File: config.mk
export PLATFORM = sky130hd
export DESIGN_NAME = router_reg
export DESIGN_NICKNAME = d
export VERILOG_FILES = /design/src/rtl/router_pkg.sv /design/src/rtl/router_parity_chk.sv /design/src/rtl/router_reg.sv
export SDC_FILE = /design/constraint.sdc
export NUM_CORES = 1
export LEC_CHECK = 0
export CORE_MARGIN = 1.5
export CORE_UTILIZATION = 49
export DETAILED_ROUTE_END_ITERATION = 10
export MAX_ROUTING_LAYER = met4
export PLACE_DENSITY_LB_ADDON = 0.12
export SYNTH_ARGS = -nofsm -noshare
export SYNTH_HDL_FRONTEND = slang
export SYNTH_SLANG_ARGS = --single-unit
File: constraint.sdc
create_clock -name clock -period 1.3 [get_ports clock]
set_input_delay 0.325 -clock clock [delete_from_list [all_inputs] [get_ports clock]]
set_output_delay 0.325 -clock clock [all_outputs]
set_load 0.02 [all_outputs]
File: src/rtl/router_pkg.sv
// Shared constants for the 1x3 router datapath.
// Header layout: addr in [1:0], payload length in [7:2].
package router_pkg;

  localparam int DATA_WIDTH_DEF = 8;

  localparam logic [1:0] ADDR_INVALID = 2'b11;

  localparam int ADDR_LSB = 0;
  localparam int ADDR_MSB = 1;
  localparam int LEN_LSB  = 2;
  localparam int LEN_MSB  = 7;
  localparam int LEN_W    = LEN_MSB - LEN_LSB + 1;

endpackage

File: src/rtl/router_parity_chk.sv
// Running packet parity, captured parity byte and the mismatch flag.
// err holds until the next packet begins loading.
module router_parity_chk
  import router_pkg::*;
#(
  parameter int DATA_WIDTH = DATA_WIDTH_DEF
) (
  input  logic                  clock,
  input  logic                  reset,
  input  logic                  detect_add,
  input  logic                  lfd_state,
  input  logic                  ld_state,
  input  logic                  full_state,
  input  logic                  rst_int_reg,
  input  logic                  pkt_valid,
  input  logic                  low_pkt_valid,
  input  logic                  parity_done,
  input  logic [DATA_WIDTH-1:0] hdr,
  input  logic [DATA_WIDTH-1:0] data_in,
  output logic                  err
);

  logic [DATA_WIDTH-1:0] int_parity;
  logic [DATA_WIDTH-1:0] pkt_parity;

  // Bytes stalled into the hold register are still folded in here once.
  always_ff @(posedge clock or posedge reset) begin
    if (reset) begin
      int_parity <= '0;
    end else if (detect_add) begin
      int_parity <= '0;
    end else if (lfd_state) begin
      int_parity <= int_parity ^ hdr;
    end else if (ld_state && pkt_valid && !full_state) begin
      int_parity <= int_parity ^ data_in;
    end
  end

  always_ff @(posedge clock or posedge reset) begin
    if (reset) begin
      pkt_parity <= '0;
    end else if (detect_add) begin
      pkt_parity <= '0;
    end else if (ld_state && !pkt_valid && !low_pkt_valid) begin
      pkt_parity <= data_in;
    end
  end

  always_ff @(posedge clock or posedge reset) begin
    if (reset) begin
      err <= 1'b0;
    end else if (rst_int_reg && parity_done) begin
      err <= (int_parity != pkt_parity);
    end else if (lfd_state) begin
      err <= 1'b0;
    end
  end

endmodule

File: src/rtl/router_reg.sv
// Router datapath register stage feeding the output FIFOs.
// Optional length check enabled by ROUTER_REG_LEN_CHECK_EN.
module router_reg
  import router_pkg::*;
#(
  parameter int DATA_WIDTH = DATA_WIDTH_DEF
) (
  input  logic                  clock,
  input  logic                  reset,
  input  logic                  pkt_valid,
  input  logic [DATA_WIDTH-1:0] data_in,
  input  logic                  fifo_full,
  input  logic                  detect_add,
  input  logic                  lfd_state,
  input  logic                  ld_state,
  input  logic                  laf_state,
  input  logic                  full_state,
  input  logic                  rst_int_reg,
  output logic [DATA_WIDTH-1:0] dout,
  output logic                  parity_done,
  output logic                  low_pkt_valid,
  output logic                  err
`ifdef ROUTER_REG_LEN_CHECK_EN
  ,
  output logic                  len_err
`endif
);

  logic [DATA_WIDTH-1:0] hdr;
  logic [DATA_WIDTH-1:0] full_hold;
  logic                  hdr_ok;

  assign hdr_ok = data_in[ADDR_MSB:ADDR_LSB] != ADDR_INVALID;

  always_ff @(posedge clock or posedge reset) begin
    if (reset) begin
      hdr <= '0;
    end else if (detect_add && pkt_valid && hdr_ok) begin
      hdr <= data_in;
    end
  end

  // A byte arriving while the FIFO is full is parked until laf_state.
  always_ff @(posedge clock or posedge reset) begin
    if (reset) begin
      dout      <= '0;
      full_hold <= '0;
    end else if (lfd_state) begin
      dout <= hdr;
    end else if (ld_state && !fifo_full) begin
      dout <= data_in;
    end else if (ld_state) begin
      full_hold <= data_in;
    end else if (laf_state) begin
      dout <= full_hold;
    end
  end

  always_ff @(posedge clock or posedge reset) begin
    if (reset) begin
      low_pkt_valid <= 1'b0;
    end else if (rst_int_reg || detect_add) begin
      low_pkt_valid <= 1'b0;
    end else if (ld_state && !pkt_valid) begin
      low_pkt_valid <= 1'b1;
    end
  end

  always_ff @(posedge clock or posedge reset) begin
    if (reset) begin
      parity_done <= 1'b0;
    end else if ((ld_state && !fifo_full && !pkt_valid) ||
                 (laf_state && low_pkt_valid && !parity_done)) begin
      parity_done <= 1'b1;
    end else if (detect_add) begin
      parity_done <= 1'b0;
    end
  end

  router_parity_chk #(
    .DATA_WIDTH (DATA_WIDTH)
  ) u_parity (
    .clock         (clock),
    .reset         (reset),
    .detect_add    (detect_add),
    .lfd_state     (lfd_state),
    .ld_state      (ld_state),
    .full_state    (full_state),
    .rst_int_reg   (rst_int_reg),
    .pkt_valid     (pkt_valid),
    .low_pkt_valid (low_pkt_valid),
    .parity_done   (parity_done),
    .hdr           (hdr),
    .data_in       (data_in),
    .err           (err)
  );

`ifdef ROUTER_REG_LEN_CHECK_EN
  logic [LEN_W-1:0] count;

  always_ff @(posedge clock or posedge reset) begin
    if (reset) begin
      count <= '0;
    end else if (detect_add) begin
      count <= '0;
    end else if (ld_state && pkt_valid && !full_state && count != '1) begin
      count <= count + 1'b1;
    end
  end

  always_ff @(posedge clock or posedge reset) begin
    if (reset) begin
      len_err <= 1'b0;
    end else if (rst_int_reg) begin
      len_err <= (count != hdr[LEN_MSB:LEN_LSB]);
    end else if (lfd_state) begin
      len_err <= 1'b0;
    end
  end
`endif

endmodule

==> flow_summary.yaml, run 1 <==
outcome:
  status: "completed"
critical_path:
  arrival_ps: 1440
  rrSetupSlack_ps: 20
  end_kind: "flip-flop"
  required_ps: 1460
  critPathMaxFanout: 2
  path_class: "flip-flop to flip-flop"
  ff2ff_path_depth: 4
  cp-start-kind: "flip-flop"
final_layout:
  nNetsFinal: 250
  area_delta_synth_final_pct: 33.9
  instances_no_fill: 283
  antenna_cells: 0
  layout-drive-gt1-share: 0.352
  final_util: 0.691
sta:
  period_needed_ps: 1280
  slew_headroom: 0.649
  rsz0062_at_grt: "true"
  hold_violations: 0
  slew_viol_final: 0
  fin_setup_tns_ps: 0
  tightest_slew_ps: 526
  finClkSkew_ps: 6.32
  layout_setup_ws_ps: 20.5
  finalSetupViolations: 0
  holdWs_ps: 429
  final.period_utilization: 0.984
  max_freq_ghz: 0.782
pwr:
  intPower_uw: 2830
  power_density_mw_per_mm2: 1400
  power_frac_comb: 0.252
  vdd_drop_max_mv: 1.06
  seqPwrFrac: 0.437
  p_sw_frac: 0.271
  p_sw_uw: 1060
  p_leak_uw: 0.00128
  pwr-share-clk: 0.311
logic_synthesis:
  ys_seq_area_frac: 0.517
  synthMuxAreaShare: 0.235
  yosysWarningCount: 0
  synth_compound_area_frac: 0.0608
  synth_fa_ha_area_frac: 0
  synth_fp_nets: 197
  synth_top_area_cell: "dfrtp_1"
  synth_top_family_by_area: "multiplexers"
  ys_ff_latch: 43
  synthTopCellsByArea: "dfrtp_1 52%, mux2_2 12%, mux2i_1 12%"
  syn-cell-area_mm2: 0.00208
  synth.distinct_cells: 29
  avgSynthCellArea_um2: 11.6
  synthCells: 179
  yosys.area_share.simple: 0.0933
  synth_xor_area_frac: 0.0674
  synth_top_area_share: 0.517
clock_tree:
  htree_levels: 2
  cts_num_sinks: 43
  ctsRootBufferMaster: "clkbuf_8"
  path_clk_slew_ps: 80
  cts_buffer_depth: 2
  cts_tree: "yes"
  numCtsBuffers: 5
  worst_skew_pair.late_latency_ps: 290
  cts_hold_buf: 0
die:
  initial_core_util: 0.516
  design.core.area_mm2: 0.00403
  rows: 23
  die_w_um: 68.1
  die_y_um: 68.1
  io_pins: 29
  dieArea_mm2: 0.00464
detailed_routing:
  drcViolationCount: 0
  routed_wl_um: 4630
  firstDrtPassIters: 4
  postRouteAntennaNets: 0
  routedWlPerCell_um: 16.4
  drt_iter0_drc: 53
  viasPerCell: 5.39
  route.vias.total: 1525
global_routing:
  track_usage: 0.232
  antenna_found_initial: 0
  grt_pass1_wl_um: 7580
  grt_pass1_vias: 1662
  grt_max_degree: 44
  grt.overflow.total: 0
place:
  hpwl_um: 3280
  gp_congestion: 0.840
  place_ws_ps: -656
  port_buffers: 28
  dpl.cell_count: 274
min_path:
  worstHoldPathType: "input port to asynchronous set/reset pin"
job:
  maxCapViolCount: 0
==> logic make-up after synthesis <==
group                  after synthesis
flip-flops                          43
multiplexers                        46
AO/OA/AOI/OAI                       23
AND/OR/NAND/NOR                     42
buffers and inverters                9
XOR/XNOR                            16
==> critical path, cell delays in order (launching register included) <==
cell and delay, ps:
dfrtp_1 430, xnor2_2 200, nand4_1 150, nor4_2 210, a41oi_1 150
==> cell type report <==
| class | count | area [um2] |
|---|---|---|
| fill | 300 | 1240 |
| sequential | 43 | 1080 |
| multi-input combinational | 127 | 1040 |
| timing repair buffer | 52 | 460 |
| clock buffer | 6 | 72.6 |
| tap | 50 | 62.6 |
| clock inverter | 2 | 60.1 |
| inverter | 3 | 15.0 |
==> worst paths after layout <==
path,endpoint,from
worst min register to register,dout[7]$_DFFE_PP0P_,dout[7]$_DFFE_PP0P_
max in group asynchronous,u_parity.pkt_parity[6]$_DFFE_PP0P_,reset
min in group clock,parity_done$_DFFE_PP0P_,pkt_valid
worst max register to register,u_parity.err$_DFFE_PP0P_,u_parity.int_parity[0]$_DFFE_PP0P_
worst min-delay path,dout[0]$_DFFE_PP0P_,reset
worst max-delay path,u_parity.err$_DFFE_PP0P_,u_parity.int_parity[0]$_DFFE_PP0P_
==> sequential cells by signal, indices dropped and copies added, names as in the netlist <==
| signal | cells |
|---|---|
| u_parity.int_parity | 8 |
| u_parity.pkt_parity | 8 |
| parity_done | 1 |
| full_hold | 8 |
| low_pkt_valid | 1 |
| hdr | 8 |
| u_parity.err | 1 |
| dout | 8 |
==> synthesized netlist by cell type (all sizes together) <==
cell type and number:
a21o 2, a21oi 10, a22oi 1, a41oi 1, and2b 1, buf 5
clkbuf 1, dfrtp 43, inv 3, mux2 22, mux2i 24, nand2 9
nand2b 1, nand3 1, nand3b 1, nand4 1, nor2 23, nor2b 1
nor3 2, nor3b 1, nor4 1, o21ai 9, xnor2 13, xor2 3
==> power by group through the flow <==
stage	Clock [uW]	Combinational, uW	Sequential [uW]
2_1_floorplan	0	488	1780
3_3_place_gp	0	934	1710
3_5_place_dp	0	959	1720
4_1_cts	1230	983	1700
5_1_grt	1300	1070	1730
6_report	1210	978	1700
==> repair_timing <==
item,CTS,global route
pin swaps,1,2
endpoints found under the setup margin,50,20
buffers inserted,1,0
gates resized for setup,51,22
==> layer usage <==
metal / global-route usage / part of all wire / vias up
met1: 0.257 / 0.44 / 758
li1: - / - / 724
met3: 0.0510 / 0.034 / 9
met4: 0.0800 / 0.017 / 0
met5: - / 0 / -
met2: 0.411 / 0.51 / 34
==> placed cells by master, fill, tap and decap left out, types with 6 or more instances in the layout <==
master	synthesis	routed
mux2_4	0	7
mux2i_1	24	23
nand2_1	9	9
clkbuf_2	0	7
a21oi_2	0	6
nor2_1	23	22
dfrtp_1	43	43
buf_4	1	20
o21ai_1	3	7
clkdlybuf4s50_1	0	11
xnor2_1	13	12
mux2_2	22	15
==> stage by stage <==
stage	total power, uW	instance area [um2]
6_report	3890	2790
5_1_grt	4100	2790
4_1_cts	3910	2790
3_5_place_dp	2680	2590
3_3_place_gp	2640	2590
2_1_floorplan	2270	2080
No activity file was read; power rests on OpenSTA's default activity.
==> run 2, diff against run 1 <==
--- a/config.mk
+++ b/config.mk
@@ -12,4 +12,5 @@
 export PLACE_DENSITY_LB_ADDON = 0.12
 export SYNTH_ARGS = -nofsm -noshare
 export SYNTH_HDL_FRONTEND = slang
+export SYNTH_HIERARCHICAL = 1
 export SYNTH_SLANG_ARGS = --single-unit
==> constraint.sdc (replaced) <==
create_clock -name clock -period 1.3 [get_ports clock]
set_input_delay 0.325 -clock clock [delete_from_list [all_inputs] [get_ports clock]]
set_output_delay 0.325 -clock clock [all_outputs]
set_load 0.05 [all_outputs]
==> flow_summary.yaml, run 2 <==
logic_synthesis:
  yosysMostFrequentCell: "dfrtp_1"
  yosysWarningCount: 6
  ys_ff_latch: 43
  synth_fa_ha_area_frac: 0
  avgSynthCellArea_um2: 11.7
  synthMuxAreaShare: 0.151
  yosys.area_share.simple: 0.131
  synth.distinct_cells: 32
  synth_top_area_cell: "dfrtp_1"
  synth_fp_nets: 198
  synthTopCellsByArea: "dfrtp_1 51%, mux2i_1 7.6%, mux2_2 7.5%"
  synth_top_family_by_area: "multiplexers"
  synth_compound_area_frac: 0.106
  synthCells: 180
  synth-async-reset-ratio: 1.00
  synth_edf_count: 0
  synth_top_area_share: 0.511
  ys.flop_type: "dfrtp_1"
  synth_xor_area_frac: 0.0665
  ys_seq_area_frac: 0.511
  yosys-top-cells-count: "43 x dfrtp_1, 18 x nor2_1, 16 x mux2i_1, 14 x mux2_2, 13 x xnor2_1"
  syn-cell-area_mm2: 0.00211
sta:
  rsz0062_at_grt: "true"
  finalSetupViolations: 2
  period_needed_ps: 1310
  fin_setup_tns_ps: -11.1
  layout_setup_ws_ps: -10.2
  final.period_utilization: 1.01
  finClkSkew_ps: 7.01
  hold_violations: 0
  slew_viol_final: 0
  tightest_slew_ps: 352
  max_freq_ghz: 0.763
  slew_headroom: 0.764
min_path:
  worstHoldPathType: "input port to asynchronous set/reset pin"
detailed_routing:
  routedWlPerCell_um: 16.7
  viasPerCell: 5.47
  routed_wl_um: 4790
  drcViolationCount: 0
  drt_iter0_drc: 71
  firstDrtPassIters: 4
  route.vias.total: 1569
  postRouteAntennaNets: 0
global_routing:
  grt_max_degree: 27
  grt_pass1_vias: 1638
  antenna_found_initial: 0
  grt_pass1_wl_um: 7690
  track_usage: 0.233
  grt.overflow.total: 0
final_layout:
  seqCellArea_mm2: 0.00108
  mostFrequentLayoutCell: "dfrtp_1"
  final_cell_mix: "41 x dfrtp_1, 20 x buf_4, 18 x nor2_1"
  layout-drive-gt1-share: 0.325
  nNetsFinal: 254
  antenna_cells: 0
  area_delta_synth_final_pct: 40.8
  multi_input_area_mm2: 0.00101
  fill_cells: 280
die:
  die_w_um: 68.6
  rows: 23
  design.core.area_mm2: 0.00406
  initial_core_util: 0.519
  die_y_um: 68.6
  io_pins: 29
  dieArea_mm2: 0.00470
pwr:
  seqPwrFrac: 0.413
  p_sw_frac: 0.294
  vdd_drop_max_mv: 0.797
  p_leak_uw: 0.00135
  power_uw: 4190
  power_frac_comb: 0.292
  intPower_uw: 2960
  power_density_mw_per_mm2: 1410
  pwr-share-clk: 0.294
  p_sw_uw: 1240
clock_tree:
  numCtsBuffers: 5
  path_clk_slew_ps: 90
  htree_levels: 2
  cts_tree: "yes"
  cts_num_sinks: 43
  cts_hold_buf: 0
  ctsRootBufferMaster: "clkbuf_8"
  cts_buffer_depth: 2
  worst_skew_pair.late_latency_ps: 300
critical_path:
  required_ps: 1490
  end_kind: "flip-flop"
  critPathMaxFanout: 8
  cp-start-kind: "flip-flop"
  path_class: "flip-flop to flip-flop"
  arrival_ps: 1500
outcome:
  status: "finished with violations"
  failed_checks: "negative setup slack"
place:
  gp_congestion: 0.835
  port_buffers: 28
  hpwl_um: 3420
job:
  maxCapViolCount: 0
[run 2: cell count changes in the layout (fill, tap and decap cells not counted), moves of 6 or more]
| cell | change |
|---|---|
| buf_12 | +10 |
| mux2i_1 | -7 |
| o21ai_0 | +7 |
| o21ai_1 | -7 |
| clkbuf_2 | -6 |
| mux2_4 | -7 |
| a221o_1 | +8 |
| nand2b_1 | +7 |
[run 2: worst paths after layout]
kind / slack (ps) / to / cells past startpoint / from
min in group clock: 490 / parity_done$_DFFE_PP0P_ / 4 / detect_add
min: 360 / u_parity/pkt_parity[2]$_DFFE_PP0P_ / 3 / reset
min reg2reg: 510 / dout[4]$_DFFE_PP0P_ / 1 / full_hold[4]$_DFFE_PP0P_
max: -10 / u_parity/pkt_parity[2]$_DFFE_PP0P_ / 5 / low_pkt_valid$_DFFE_PP0P_
max reg2reg: -10 / u_parity/pkt_parity[2]$_DFFE_PP0P_ / 5 / low_pkt_valid$_DFFE_PP0P_
max in group asynchronous: 740 / parity_done$_DFFE_PP0P_ / 3 / reset
[run 2: metrics by stage]
| step | util | setup WS (ps) | hold WS (ps) | std cells | cell area [um2] |
|---|---|---|---|---|---|
| finish | 0.731 | -10.2 | 363 | 287 | 2970 |
| global route | 0.731 | -75.0 | 402 | 287 | 2970 |
| CTS | 0.720 | 0.342 | 364 | 287 | 2920 |
| detailed placement | 0.667 | -470 | 491 | 275 | 2710 |
| global placement | 0.667 | -421 | 489 | 275 | 2710 |
| floorplan | - | 36.1 | 251 | 180 | 2110 |
[run 2: cell families (layout without fill, tap and decap cells)]
| logic type | count (synthesis) | after routing |
|---|---|---|
| AOI/OAI and AO/OA | 33 | 33 |
| xor gates and xnor gates | 16 | 16 |
| buffers and inverters | 11 | 68 |
| DFF | 43 | 43 |
| muxes | 30 | 30 |
| and+or+nand+nor | 47 | 47 |
[run 2: power by group through the flow]
stage | registers, uW | clock network, uW | logic (uW)
after global placement | 1750 | 0 | 1140
after floorplan | 1910 | 0 | 464
after CTS | 1730 | 1250 | 1210
after detailed placement | 1760 | 0 | 1170
after global routing | 1760 | 1300 | 1310
final | 1730 | 1230 | 1230
[run 2: final cells by class]
| class | count | area share |
|---|---|---|
| clock buffer | 5 | 0.0232 |
| clock inverter | 3 | 0.0228 |
| inverter | 4 | 0.00506 |
| multi-input combinational | 126 | 0.341 |
| sequential | 43 | 0.364 |
| tap | 50 | 0.0211 |
| timing repair buffer | 56 | 0.224 |
[run 2: timing repair]
item | 4_1_cts | 5_1_grt
buffers inserted | 4 | 0
pin swaps | 1 | 6
cloned | 1 | 0
gates resized for setup | 11 | 12
setup endpoints to repair | 40 | 23
[run 2: worst max-delay path, stage by stage (launching register included)]
cell	delay, ps
dfrtp_2	420
buf_6	120
nor3b_4	190
buf_6	180
mux2i_1	230
nor2_1	60
[run 2: routing by layer]
metal	part of all wire	GRT usage
met5	0	-
met4	0.0056	0.0675
met3	0.043	0.0487
met2	0.53	0.419
met1	0.42	0.259
